## src/rtl/sat_counter.sv

```systemverilog
// sat_counter
// Up-counter that sticks at all-ones instead of wrapping.
//
// Parameters:
//   WIDTH  counter width (2 or more)
// Ports:
//   CLK    in   clock
//   Reset  in   synchronous, active-high reset (clears the count)
//   clr    in   synchronous clear, lower priority than Reset
//   inc    in   count up by one unless already saturated
//   count  out  current count (registered)
module sat_counter #(
  parameter int WIDTH = 8
) (
  input  logic             CLK,
  input  logic             Reset,
  input  logic             clr,
  input  logic             inc,
  output logic [WIDTH-1:0] count
);

  localparam logic [WIDTH-1:0] ZERO = {WIDTH{1'b0}};
  localparam logic [WIDTH-1:0] ONE  = {{(WIDTH-1){1'b0}}, 1'b1};
  localparam logic [WIDTH-1:0] MAX  = {WIDTH{1'b1}};

  // Saturating count register with reset and clear.
  always_ff @(posedge CLK) begin
    if (Reset) begin
      count <= ZERO;
    end else if (clr) begin
      count <= ZERO;
    end else if (inc && (count != MAX)) begin
      count <= count + ONE;
    end else begin
      count <= count;
    end
  end

endmodule

```

## config.mk

```make
export PLATFORM = sky130hd
export DESIGN_NAME = sat_counter
export DESIGN_NICKNAME = d
export VERILOG_FILES = /design/src/rtl/sat_counter.sv
export SDC_FILE = /design/constraint.sdc
export NUM_CORES = 1
export LEC_CHECK = 0
export CORE_AREA = 3 3 40 42
export DETAILED_ROUTE_END_ITERATION = 16
export DIE_AREA = 0 0 43 45
export PLACE_DENSITY = 0.62
export SYNTH_ARGS = -nofsm -noshare
export SYNTH_HDL_FRONTEND = slang
export SYNTH_SLANG_ARGS = --single-unit
export TNS_END_PERCENT = 1
```

## constraint.sdc

```tcl
create_clock -name CLK -period 2.2 [get_ports CLK]
set_input_delay 0.44 -clock CLK [delete_from_list [all_inputs] [get_ports CLK]]
set_output_delay 0.44 -clock CLK [all_outputs]
set_load 0.005 [all_outputs]
```

==> metrics.yaml <==
status:
  status: "finished, final reports clean"
floorplan:
  rows: 13
  core-area_um2: 1285
  ios: 12
  start_util: 0.3389
  die_h_um: 45
  die_w_um: 43
  fp.dieArea_um2: 1935
layout:
  drive_gt1_frac: 0.08333
  fin_nets: 67
  nFillCells: 130
  final_common_cell: "clkdlybuf4s50_1"
  top_regs: "count: 8 flops"
  top_register: "count"
  diodes: 0
  largest_reg_flops: 8
  layout_common_cells: "clkdlybuf4s50_1, dfxtp_1, nand2_1, mux2i_1, a21oi_1"
  area_delta_synth_final_pct: 33.05
synthesis:
  ys_seq_elements: 8
  seq_area_frac_synth: 0.3678
  postSynthCellCount: 47
  yosysWarnings: 0
  synth_top_family_by_area: "simple AND/OR/NAND/NOR gates"
  synth.avg_cell_area_um2: 9.264
  synth_edf_count: 0
  synth_nets: 52
  synth.top_cell.area_share: 0.3678
  ys.flop_type: "dfxtp_1"
  synth_simple_gate_area_frac: 0.2902
  synth_cell_types: 21
  synth.cell_area_um2: 435.4
  synth_async_sr_flop_share: 0
  synth_mux_area_frac: 0.09195
  synthTopCellsByArea: "dfxtp_1, mux2i_1, a2111oi_4"
  synth-compound-area-share: 0.1954
  synth-adder-area-share: 0.02874
  synth_top_area_cell: "dfxtp_1"
  yosys.area_share.xor_xnor: 0
cts:
  htree_num_levels: 1
  clock_latency_ps: 250
  cts_sinks: 8
  clockRootBuffer: "clkbuf_4"
  post-cts-setup-buffer-count: 0
  path_clk_slew_ps: 50
  cts_buffers: 3
  cts_tree: "done"
  clockBufferDepth: 2
  post_cts.resized_instances: 0
  ctsHoldBuffers: 0
drt:
  route.detailed.drc: 0
  wirelength_um: 935
  ant_nets: 0
  drtIter0Drc: 7
  num_vias: 403
  first_pass_iters: 4
  vias_per_cell: 5.373
  post_drt_wl_per_cell_um: 12.47
critical_path:
  max_stage_delay_ps: 550
  cp_cell_sequence: "clkdlybuf4s50_1"
  cp.buffers_inverters: 1
  path_class: "flop to output port"
  critPathSlowestCell: "clkdlybuf4s50_1"
  critPathRequiredTime_ps: 1760
  crit_arrival_ps: 1240
  cp-end-kind: "output port"
  cp_max_fo: 8
  critPathTopFamily: "buffers and inverters"
  startpoint_type: "flop"
timing:
  setup_viol: 0
  final_max_slew_viol_count: 0
  slew_headroom: 0.7215
  setup_tns_ps: 0
  final-hold-violation-count: 0
  worstMarginPinSlew_ps: 416.2
  fin_skew_ps: 2.544
  rsz0062_at_grt: "no"
  fmax_mhz: 593.8
  period_share: 0.7655
  fin_crit_ps: 1684
  hold_ws_ps: 496.4
global_routing:
  grt_use_total: 0.1168
  grt_pass1_wl_um: 1649
  grt_pass1_vias: 395
  grt.overflow.total: 0
  grt_max_degree: 9
  antenna_found_initial: 0
place:
  io_buffers: 11
  routabilityCongestion: 0.7522
  dp_hpwl_um: 715.7
hold_path:
  hold_path_class: "flop to flop"
power:
  leakage_nw: 0.2090
  ir_worst_vdd_uv: 374.5
  pwr_density_cell_nw_per_um2: 481.0
job:
  maxCapViolCount: 0
cell type report:
class	count	area (um2)	share of cell area
multi-input combinational	37	264.0	0.4557
sequential	8	160.2	0.2765
timing repair buffer	11	110.1	0.1901
clock buffer	3	22.52	0.03888
tap	15	18.77	0.03240
inverter	1	3.754	0.006479
logic make-up after synthesis:
| logic type | count (synthesis) |
|---|---|
| buffers and inverters | 2 |
| multiplexers | 4 |
| adder cells (fa/ha/maj) | 1 |
| AND/OR/NAND/NOR | 22 |
| flip-flops | 8 |
| AO/OA/AOI/OAI | 10 |
through the flow:
step / cell area [um2] / instances / worst slack [ps] / utilization / power [mW]
detailed placement: 556.8 / 72 / 348.6 / 0.4333 / 0.1704
global placement: 556.8 / 72 / 344.7 / 0.4333 / 0.1707
finish: 579.3 / 75 / 516.0 / 0.4508 / 0.2786
floorplan: 435.4 / 47 / 836.3 / - / 0.1575
CTS: 579.3 / 75 / 508.0 / 0.4508 / 0.2841
global route: 579.3 / 75 / 459.6 / 0.4508 / 0.2962
worst paths after layout:
| path | startpoint | endpoint | slack [ps] | depth (start not counted) |
|---|---|---|---|---|
| worst max-delay path | count[3] | count[3] | 520 | 1 |
| worst min-delay path | count[1] | count[1] | 500 | 2 |
| worst max register to register | count[0] | count[6] | 750 | 4 |
| worst min register to register | count[1] | count[1] | 500 | 2 |
cell usage after synthesis (2+ instances only):
cell and n:
nand3_1 2, and3_1 3, a21oi_1 4, dfxtp_1 8
a21boi_1 2, or3_1 3, nand4_1 2, mux2i_1 4
and4_1 2, nand2_1 6
power by group:
group | leakage, nW | internal, mW | switching (mW)
registers | 0.0646 | 0.146 | 0.00142
logic | 0.131 | 0.0105 | 0.00912
clock network | 0.0138 | 0.0624 | 0.0490
total | 0.209 | 0.219 | 0.0595
routing by layer:
layer  up-vias  wire (um)  global-route usage
met5         -          0                   0
met4         0         11             0.03614
met3         2         66             0.07171
met2         9        447              0.1766
met1       185        409              0.1380
li1        207          -                   -
Power figures use the tool's default switching activity.
